==> config.mk <==
export PLATFORM = sky130hd
export DESIGN_NAME = shared_reg_arbiter_flat
export DESIGN_NICKNAME = d
export VERILOG_FILES = /design/src/rtl/shared_reg_arbiter_pkg.sv /design/src/rtl/shared_reg_arbiter_if.sv /design/src/rtl/shared_reg_arbiter_rr_pick.sv /design/src/rtl/shared_reg_arbiter.sv /design/src/flat_wrapper.sv
export SDC_FILE = /design/constraint.sdc
export NUM_CORES = 1
export LEC_CHECK = 0
export BUFFER_PORTS_ARGS = -buffer_cell sky130_fd_sc_hd__buf_2
export CAP_MARGIN = 20
export CORE_AREA = 2 2 41 62
export CTS_BUF_LIST = sky130_fd_sc_hd__clkbuf_4
export CTS_CLUSTER_DIAMETER = 30
export DETAILED_ROUTE_END_ITERATION = 12
export DIE_AREA = 0 0 43 64
export PLACE_DENSITY = 0.89
export SYNTH_ARGS = -nofsm -noshare
export SYNTH_HDL_FRONTEND = slang
export SYNTH_SLANG_ARGS = --single-unit
==> constraint.sdc <==
create_clock -name clk -period 4.4 [get_ports clk]
set_clock_uncertainty 0.2 [all_clocks]
set_input_delay 0.66 -clock clk [delete_from_list [all_inputs] [get_ports clk]]
set_output_delay 0.66 -clock clk [all_outputs]
set_load 0.01 [all_outputs]
==> src/rtl/shared_reg_arbiter_pkg.sv <==
// Shared types and helpers for the round-robin shared-register arbiter.
package shared_reg_pkg;

    typedef enum logic [1:0] {
        ARB_IDLE,
        ARB_GRANT,
        ARB_RELEASE
    } arb_state_t;

    localparam int DEF_NUM_REQ = 4;
    localparam int DEF_DATA_W  = 8;

    // Index width that never collapses to zero bits.
    function automatic int idx_w(input int n);
        return (n <= 2) ? 1 : $clog2(n);
    endfunction

endpackage

==> src/rtl/shared_reg_arbiter_if.sv <==
// Requester-side bundle: req/we/wdata in, grant/status/shared value out.
interface shared_reg_arbiter_if
    import shared_reg_pkg::*;
#(
    parameter int NUM_REQ = DEF_NUM_REQ,
    parameter int DATA_W  = DEF_DATA_W
) ();
    logic [NUM_REQ-1:0]             req;
    logic [NUM_REQ-1:0]             we;
    logic [NUM_REQ*DATA_W-1:0]      wdata;
    logic [NUM_REQ-1:0]             gnt;
    logic [idx_w(NUM_REQ)-1:0]      owner;
    logic                           busy;
    logic [DATA_W-1:0]              q;
    logic                           timeout;

    modport master (output req, we, wdata, input gnt, owner, busy, q, timeout);
    modport slave  (input req, we, wdata, output gnt, owner, busy, q, timeout);
endinterface

==> src/rtl/shared_reg_arbiter_rr_pick.sv <==
// Combinational round-robin pick: first set req bit after last_i, wrapping.
module rr_pick #(
    parameter int NUM_REQ = 4,
    parameter int IDX_W   = 2
) (
    input  logic [NUM_REQ-1:0] req_i,
    input  logic [IDX_W-1:0]   last_i,
    output logic               found_o,
    output logic [IDX_W-1:0]   idx_o
);
    logic [IDX_W-1:0] cand;

    always_comb begin
        found_o = 1'b0;
        idx_o   = '0;
        cand    = '0;
        for (int i = 1; i <= NUM_REQ; i++) begin
            cand = IDX_W'((int'(last_i) + i) % NUM_REQ);
            if (!found_o && req_i[cand]) begin
                found_o = 1'b1;
                idx_o   = cand;
            end
        end
    end
endmodule

==> src/rtl/shared_reg_arbiter.sv <==
// Round-robin arbiter owning one shared DATA_W register written by the granted requester.
// Optional forced release after MAX_HOLD grant cycles when ARB_TIMEOUT_EN is defined.
module shared_reg_arbiter
    import shared_reg_pkg::*;
#(
    parameter int NUM_REQ  = DEF_NUM_REQ,
    parameter int DATA_W   = DEF_DATA_W,
    parameter int MAX_HOLD = 16
) (
    input  logic                 clk,
    input  logic                 reset,
    shared_reg_arbiter_if.slave  bus
);
    localparam int IDX_W = idx_w(NUM_REQ);

    if (NUM_REQ < 2 || NUM_REQ > 8 || MAX_HOLD < 2) begin : g_cfg_err
        $error("shared_reg_arbiter: unsupported NUM_REQ/MAX_HOLD");
    end

    arb_state_t                    state_q, state_d;
    logic [NUM_REQ-1:0]            gnt_q, gnt_d;
    logic [IDX_W-1:0]              owner_q, owner_d;
    logic [IDX_W-1:0]              last_q, last_d;
    logic                          busy_q, busy_d;
    logic [DATA_W-1:0]             data_q, data_d;
    logic [NUM_REQ-1:0][DATA_W-1:0] wslice;
    logic                          pick_found;
    logic [IDX_W-1:0]              pick_idx;

`ifdef ARB_TIMEOUT_EN
    localparam int HOLD_W = idx_w(MAX_HOLD);
    logic [HOLD_W-1:0] hold_q, hold_d;
    logic              timeout_q, timeout_d;
`endif

    assign wslice = bus.wdata;

    rr_pick #(.NUM_REQ(NUM_REQ), .IDX_W(IDX_W)) u_pick (
        .req_i   (bus.req),
        .last_i  (last_q),
        .found_o (pick_found),
        .idx_o   (pick_idx)
    );

    always_comb begin
        state_d = state_q;
        gnt_d   = gnt_q;
        owner_d = owner_q;
        last_d  = last_q;
        busy_d  = busy_q;
        data_d  = data_q;
`ifdef ARB_TIMEOUT_EN
        hold_d    = hold_q;
        timeout_d = 1'b0;
`endif
        case (state_q)
            ARB_GRANT: begin
                // Dropping req releases immediately; a write in that cycle is discarded.
                if (!bus.req[owner_q]) begin
                    state_d = ARB_IDLE;
                    gnt_d   = '0;
                    busy_d  = 1'b0;
                    last_d  = owner_q;
                end else begin
                    if (bus.we[owner_q])
                        data_d = wslice[owner_q];
`ifdef ARB_TIMEOUT_EN
                    if (hold_q == HOLD_W'(MAX_HOLD - 1)) begin
                        state_d   = ARB_IDLE;
                        gnt_d     = '0;
                        busy_d    = 1'b0;
                        last_d    = owner_q;
                        timeout_d = 1'b1;
                    end else begin
                        hold_d = hold_q + 1'b1;
                    end
`endif
                end
            end
            default: begin
                state_d = ARB_IDLE;
                if (pick_found) begin
                    state_d           = ARB_GRANT;
                    owner_d           = pick_idx;
                    gnt_d             = '0;
                    gnt_d[pick_idx]   = 1'b1;
                    busy_d            = 1'b1;
`ifdef ARB_TIMEOUT_EN
                    hold_d            = '0;
`endif
                end
            end
        endcase
    end

    always_ff @(posedge clk or posedge reset) begin
        if (reset) begin
            state_q <= ARB_IDLE;
            gnt_q   <= '0;
            owner_q <= '0;
            last_q  <= IDX_W'(NUM_REQ - 1);
            busy_q  <= 1'b0;
            data_q  <= '0;
`ifdef ARB_TIMEOUT_EN
            hold_q    <= '0;
            timeout_q <= 1'b0;
`endif
        end else begin
            state_q <= state_d;
            gnt_q   <= gnt_d;
            owner_q <= owner_d;
            last_q  <= last_d;
            busy_q  <= busy_d;
            data_q  <= data_d;
`ifdef ARB_TIMEOUT_EN
            hold_q    <= hold_d;
            timeout_q <= timeout_d;
`endif
        end
    end

    assign bus.gnt   = gnt_q;
    assign bus.owner = owner_q;
    assign bus.busy  = busy_q;
    assign bus.q     = data_q;
`ifdef ARB_TIMEOUT_EN
    assign bus.timeout = timeout_q;
`else
    assign bus.timeout = 1'b0;
`endif

endmodule

==> src/flat_wrapper.sv <==
// flat-port wrapper written by rule: the top's interface ports become plain ports
module shared_reg_arbiter_flat import shared_reg_pkg::*;
#(
    parameter int NUM_REQ  = DEF_NUM_REQ,
    parameter int DATA_W   = DEF_DATA_W,
    parameter int MAX_HOLD = 16
)
  (clk, reset, bus_req, bus_we, bus_wdata, bus_gnt, bus_owner, bus_busy, bus_q, bus_timeout);
  shared_reg_arbiter_if #(.NUM_REQ(NUM_REQ), .DATA_W(DATA_W)) bus_i ();
  input  logic clk;
  input  logic reset;
  input wire logic [$bits(bus_i.req)-1:0] bus_req;
  input wire logic [$bits(bus_i.we)-1:0] bus_we;
  input wire logic [$bits(bus_i.wdata)-1:0] bus_wdata;
  output wire logic [$bits(bus_i.gnt)-1:0] bus_gnt;
  output wire logic [$bits(bus_i.owner)-1:0] bus_owner;
  output wire logic [$bits(bus_i.busy)-1:0] bus_busy;
  output wire logic [$bits(bus_i.q)-1:0] bus_q;
  output wire logic [$bits(bus_i.timeout)-1:0] bus_timeout;
  assign bus_i.req = bus_req;
  assign bus_i.we = bus_we;
  assign bus_i.wdata = bus_wdata;
  assign bus_gnt = bus_i.gnt;
  assign bus_owner = bus_i.owner;
  assign bus_busy = bus_i.busy;
  assign bus_q = bus_i.q;
  assign bus_timeout = bus_i.timeout;
  shared_reg_arbiter #(.NUM_REQ(NUM_REQ), .DATA_W(DATA_W), .MAX_HOLD(MAX_HOLD)) u_core (.clk(clk), .reset(reset), .bus(bus_i));
endmodule
==> run_results.csv, run 1 <==
group,metric,value,unit
floorplanning,die_area,0.00275,mm2
cts,h-tree-depth,1,
synth,synth_area_leaders,"dfrtp_1 39%, mux4_2 22%, mux2_2 11%, dfstp_2 5.1%, nand2_1 2.6%",
min_path,hp-class,"in -> async",
floorplanning,core,0.00221,mm2
synth,synth_fp_nets,120,
floorplanning,boundaryPins,58,
routing,first_pass_iters,4,
global_route,grt_pass1_vias,937,
place,numPortBuffers,56,
global_route,grt_start_max_net_pins,19,
cts,cts_root_buf,"clkbuf_4",
critical_path,crit_path_max_fanout,13,
timing,final-hold-violation-count,0,
critical_path,r2r-start,"u_core.bus.owner[0]",
critical_path,crit_start,"u_core.bus.owner[0]",
floorplanning,die_y,64,um
routing,route.detailed.drc,0,
cts,cts_tree,"done",
cts,clock_latency,0.30,ns
cts,postCtsHoldBufs,0,
timing,setup_tns,0,ns
global_route,grt_pass1_wl,4.20,mm
final_layout,area_growth,31.0,%
routing,drt-initial-drc-count,28,
critical_path,crit_type,"reg -> reg",
routing,wirelength,2.61,mm
global_route,overflow,0,
synth,ys_types,28,
cts,path_clk_slew,0.10,ns
timing,maxSlewViolCount,0,
timing,period_minus_slack,2.26,ns
timing,worstMarginPinSlew,0.709,ns
timing,max_freq,442,MHz
timing,setup_viol,0,
place,post-place-ws,2.11,ns
timing,timing.final.ws_setup,2.14,ns
cts,clock_sinks,18,
place,gp_congestion,0.733,
final_layout,final_nets,178,
place,place_hpwl,2.15,mm
critical_path,crit_path_start_kind,"register",
power_and_ir_drop,power_leakage,0.660,nW
final_layout,final_area,0.00135,mm2
critical_path,required,4.40,ns
place,place_area,0.00132,mm2
run,max-cap-violations,0,
routing,wl_per_cell,16.5,um
cts,cts_setup_buffers,0,
critical_path,end_kind,"register",
routing,num_vias,923,
cts,cts_buffer_depth,2,
final_layout,drive_gt1_share,63.7,%
routing,antenna_left,0,
synth,synth_seq_cells,18,
final_layout,n_antenna_cell,0,
timing,max_slew_margin,52.7,%
power_and_ir_drop,power.total,876,uW
synth,synth_area_leader_cell,"dfrtp_1",
floorplanning,start_util,46.7,%
status,status,"complete, no violations",
timing,rsz0062_at_grt,"no",
synth,yosys_warnings,0,
synth,syn_area_per_cell,13.2,um2
power_and_ir_drop,p_per_area,650,mW/mm2
routing,routed_via_density,5.84,
critical_path,crit_arrival,2.26,ns
cts,cts_made_buffers,3,
cts,cts_resized,0,
global_route,antenna_found_initial,0,
global_route,track_usage,20.0,%
floorplanning,row_count,21,
floorplanning,die-width,43,um
power_and_ir_drop,irDropWorstVdd,0.000264,V
synth,seq_area_frac_synth,44.0,%
synth,synthCells,78,
synth,synth_top_cell_area_share,38.9,%
timing,holdWs,0.255,ns
timing,fin_crit_sh,51.4,%
synth,synth.cell_area,0.00103,mm2
## placed cells by master, fill, tap and decap left out, drive strengths merged
cell / Yosys / layout
o2bb2ai: 1 / 1
nand2: 7 / 7
nor4: 1 / 1
a21oi: 3 / 3
clkinv: 0 / 1
mux4: 10 / 10
buf: 2 / 56
mux2: 10 / 10
nand2b: 1 / 1
mux2i: 1 / 1
conb: 1 / 1
dfrtp: 16 / 16
o211ai: 1 / 1
nand3: 3 / 3
and3b: 1 / 1
a22o: 1 / 1
inv: 2 / 2
nor2: 6 / 6
nor2b: 2 / 2
or2: 2 / 2
o31ai: 1 / 1
dfstp: 2 / 2
clkbuf: 1 / 3
a21o: 1 / 1
a32o: 1 / 1
o221a: 1 / 1
## state kept, by name, summed over array words and instances, names as in the netlist
name	cells
u_core.bus.owner	2
u_core.bus.busy	1
u_core.last_q	2
u_core.state_q	1
u_core.bus.gnt	4
u_core.bus.q	8
## kinds of logic after synthesis
kind of cell	synth area share (%)
AO/OA/AOI/OAI	7.41
AND/OR/NAND/NOR	12.2
other	0.364
flip-flops	44.0
buffers and inverters	2.31
multiplexers	33.8
## per-layer routing
metal	vias to the layer above	GRT usage (%)	wire length [um]
met3	5	3.95	276
li1	409	-	-
met1	455	21.5	871
met2	54	38.1	1420
met5	-	0	0
met4	0	5.68	37
## final cells by class
cell class	count	area, um2
well taps	23	28.8
clock buffers	3	22.5
flip-flops and latches	18	453
repair buffers	56	280
multi-input cells	55	553
clock inverters	1	3.75
inverters	2	7.51
fillers	171	858
## cell usage after synthesis
master      n
buf_2       1
nor2b_1     2
or2_2       2
inv_1       2
a21oi_1     3
mux2i_1     1
o31ai_1     1
nor2_1      5
clkbuf_1    1
dfstp_2     2
a21o_1      1
o221a_2     1
nand3_4     1
mux4_2     10
nor4_1      1
conb_1      1
dfrtp_1    16
mux2_2     10
a22o_1      1
o211ai_1    1
nor2_2      1
nand3_1     2
nand2_1     7
a32o_1      1
and3b_1     1
nand2b_1    1
o2bb2ai_1   1
buf_4       1
## critical path, stage by stage (launching register included)
cell     delay, ns
dfrtp_1       0.78
mux4_2        0.66
nand3_4       0.17
mux2_2        0.35
## worst paths after layout
check | cells past startpoint | slack, ns | end
max in group asynchronous | 2 | 3.30 | u_core.bus.gnt[3]
worst min register to register | 1 | 0.30 | u_core.bus.gnt[1]
worst max-delay path | 3 | 2.14 | u_core.bus.q[7]
worst min-delay path | 2 | 0.26 | u_core.bus.q[1]
min in group clk | 1 | 0.30 | u_core.bus.gnt[1]
worst max register to register | 3 | 2.14 | u_core.bus.q[7]
## report_power, final
part / internal (mW) / switching (mW)
combinational: 0.249 / 0.184
sequential: 0.256 / 0.101
clock: 0.0331 / 0.0532
total: 0.538 / 0.338
## stage by stage
step / utilization [%] / std cells
after floorplan: - / 78
after global placement: 59.9 / 154
after detailed placement: 59.9 / 154
after CTS: 61.1 / 158
after global routing: 61.1 / 158
final: 61.1 / 158
Power figures use the tool's default switching activity.
==> run 2, diff against run 1 <==
--- a/config.mk
+++ b/config.mk
@@ -7,12 +7,12 @@
 export LEC_CHECK = 0
 export BUFFER_PORTS_ARGS = -buffer_cell sky130_fd_sc_hd__buf_2
 export CAP_MARGIN = 20
-export CORE_AREA = 2 2 41 62
+export CORE_AREA = 2 2 43 64
 export CTS_BUF_LIST = sky130_fd_sc_hd__clkbuf_4
 export CTS_CLUSTER_DIAMETER = 30
 export DETAILED_ROUTE_END_ITERATION = 12
-export DIE_AREA = 0 0 43 64
-export PLACE_DENSITY = 0.89
+export DIE_AREA = 0 0 45 66
+export PLACE_DENSITY = 0.84
 export SYNTH_ARGS = -nofsm -noshare
 export SYNTH_HDL_FRONTEND = slang
 export SYNTH_SLANG_ARGS = --single-unit
==> constraint.sdc (replaced) <==
create_clock -name clk -period 2.1 [get_ports clk]
set_clock_uncertainty 0.2 [all_clocks]
set_input_delay 0.315 -clock clk [delete_from_list [all_inputs] [get_ports clk]]
set_output_delay 0.315 -clock clk [all_outputs]
set_load 0.01 [all_outputs]
==> run_results.csv, run 2 (same netlist as run 1, synthesis figures left out) <==
group,metric,value,unit
floorplanning,boundaryPins,58,
place,gp_congestion,0.742,
final_layout,final_common_cell,"buf_2",
critical_path,max_stage_delay,0.57,ns
global_route,grt_use_met3,2.73,%
timing,max_freq,521,MHz
critical_path,critPathTopFamily,"compound AO/OA/AOI/OAI gates",
routing,route.detailed.drc,0,
run,max-cap-violations,0,
cts,clock_latency,0.30,ns
critical_path,crit_slowest_cell,"dfstp_2",
critical_path,required,2.09,ns
min_path,hp-class,"in -> reg",
floorplanning,row_count,22,
cts,cts_made_buffers,3,
timing,timing.final.ws_setup,0.182,ns
power_and_ir_drop,p_per_area,1360,mW/mm2
critical_path,cp_cell_sequence,"and3b_1, o31ai_1, nor2_1, a22o_1",
timing,maxSlewViolCount,0,
status,status,"complete, no violations",
global_route,grt.met2_usage,37.5,%
floorplanning,core,0.00242,mm2
timing,final-hold-violation-count,0,
routing,drt-initial-drc-count,11,
critical_path,critPathBufInv,0,
critical_path,crit_path_start_kind,"register",
cts,h-tree-depth,1,
timing,fin_crit_sh,91.3,%
floorplanning,die_area,0.00297,mm2
critical_path,crit_type,"reg -> reg",
final_layout,final_nets,182,
global_route,track_usage,18.9,%
global_route,overflow,0,
routing,routed_via_density,5.64,
timing,setup_tns,0,ns
critical_path,end_kind,"register",
routing,wirelength,2.56,mm
timing,max_slew_margin,54.0,%
place,place_hpwl,2.13,mm
place,post-place-ws,0.216,ns
power_and_ir_drop,power_leakage,0.679,nW
critical_path,crit_arrival,1.91,ns
timing,worstMarginPinSlew,0.689,ns
global_route,antenna_found_initial,0,
global_route,grt_pass1_wl,4.11,mm
timing,period_minus_slack,1.92,ns
place,numPortBuffers,56,
global_route,grt_start_max_net_pins,19,
cts,path_clk_slew,0.10,ns
global_route,grt.busiest_layer,"met2",
floorplanning,die_y,66,um
final_layout,drive_gt1_share,64.0,%
routing,first_pass_iters,4,
place,place_inst,158,
cts,clock_sinks,18,
power_and_ir_drop,irDropWorstVdd,0.000526,V
final_layout,largest_register_ffs,8,
cts,cts_tree,"done",
routing,wl_per_cell,15.7,um
timing,setup_viol,0,
global_route,grt_pass1_vias,1020,
routing,antenna_left,0,
cts,cts_resized,0,
cts,cts_buffer_depth,2,
critical_path,crit_path_max_fanout,4,
final_layout,final_cell_mix,"56 x buf_2, 16 x dfrtp_1, 10 x mux4_2, 10 x mux2_2, 7 x nand2_1",
routing,num_vias,919,
global_route,grt_util_met1,17.5,%
timing,rsz0062_at_grt,"no",
floorplanning,die-width,45,um
final_layout,final_cells,163,
cts,cts_root_buf,"clkbuf_4",
final_layout,area_growth,34.3,%
floorplanning,start_util,42.5,%
final_layout,n_antenna_cell,0,
-- run 2: area by class of cell --
class | count | area [um2]
sequential | 18 | 453
fill | 209 | 1040
clock inverter | 1 | 3.75
inverter | 2 | 7.51
multi-input combinational | 55 | 553
tap | 24 | 30.0
timing repair buffer | 60 | 313
clock buffer | 3 | 22.5
-- run 2: final timing paths --
check	from	endpoint	slack, ns	cells past startpoint
setup / recovery	u_core.last_q[0]	u_core.bus.gnt[2]	0.18	4
max in group asynchronous	reset	u_core.bus.busy	0.81	3
setup reg to reg	u_core.last_q[0]	u_core.bus.gnt[2]	0.18	4
min in group asynchronous	reset	u_core.bus.q[1]	0.45	3
hold reg to reg	u_core.bus.gnt[1]	u_core.bus.gnt[1]	0.31	1
hold / removal	bus_wdata[19]	u_core.bus.q[3]	0.26	3
-- run 2: metrics by stage --
stage	hold slack [ns]	instance area (um2)	power, mW	utilization [%]
floorplan	0.0521	1030	1.37	-
global placement	0.227	1350	1.65	55.6
detailed placement	0.247	1350	1.71	55.6
CTS	0.258	1380	1.89	57.1
global route	0.266	1380	2.00	57.1
finish	0.256	1380	1.88	57.1
-- run 2: where the power goes --
part           total [mW]  switching (mW)  internal [mW]
registers           0.695           0.157          0.538
logic                1.00           0.456          0.546
clock network       0.179           0.110         0.0693
total                1.88           0.723           1.15
-- run 2: routing by layer --
metal / wire length (um) / vias to the layer above
met1: 862 / 446
li1: - / 417
met3: 233 / 7
met2: 1390 / 49
met4: 72 / 0
met5: 0 / -
-- run 2: repair_timing --
action | in CTS | in global routing
setup buffers | 0 | 0
setup endpoints to repair | 0 | 0
hold buffers | 1 | 0
hold endpoints to repair | 16 | 0
-- run 2: worst reg2reg max path, stage by stage (launching register included) --
cell,delay [ns]
dfstp_2,0.57
and3b_1,0.18
o31ai_1,0.52
nor2_1,0.14
a22o_1,0.21
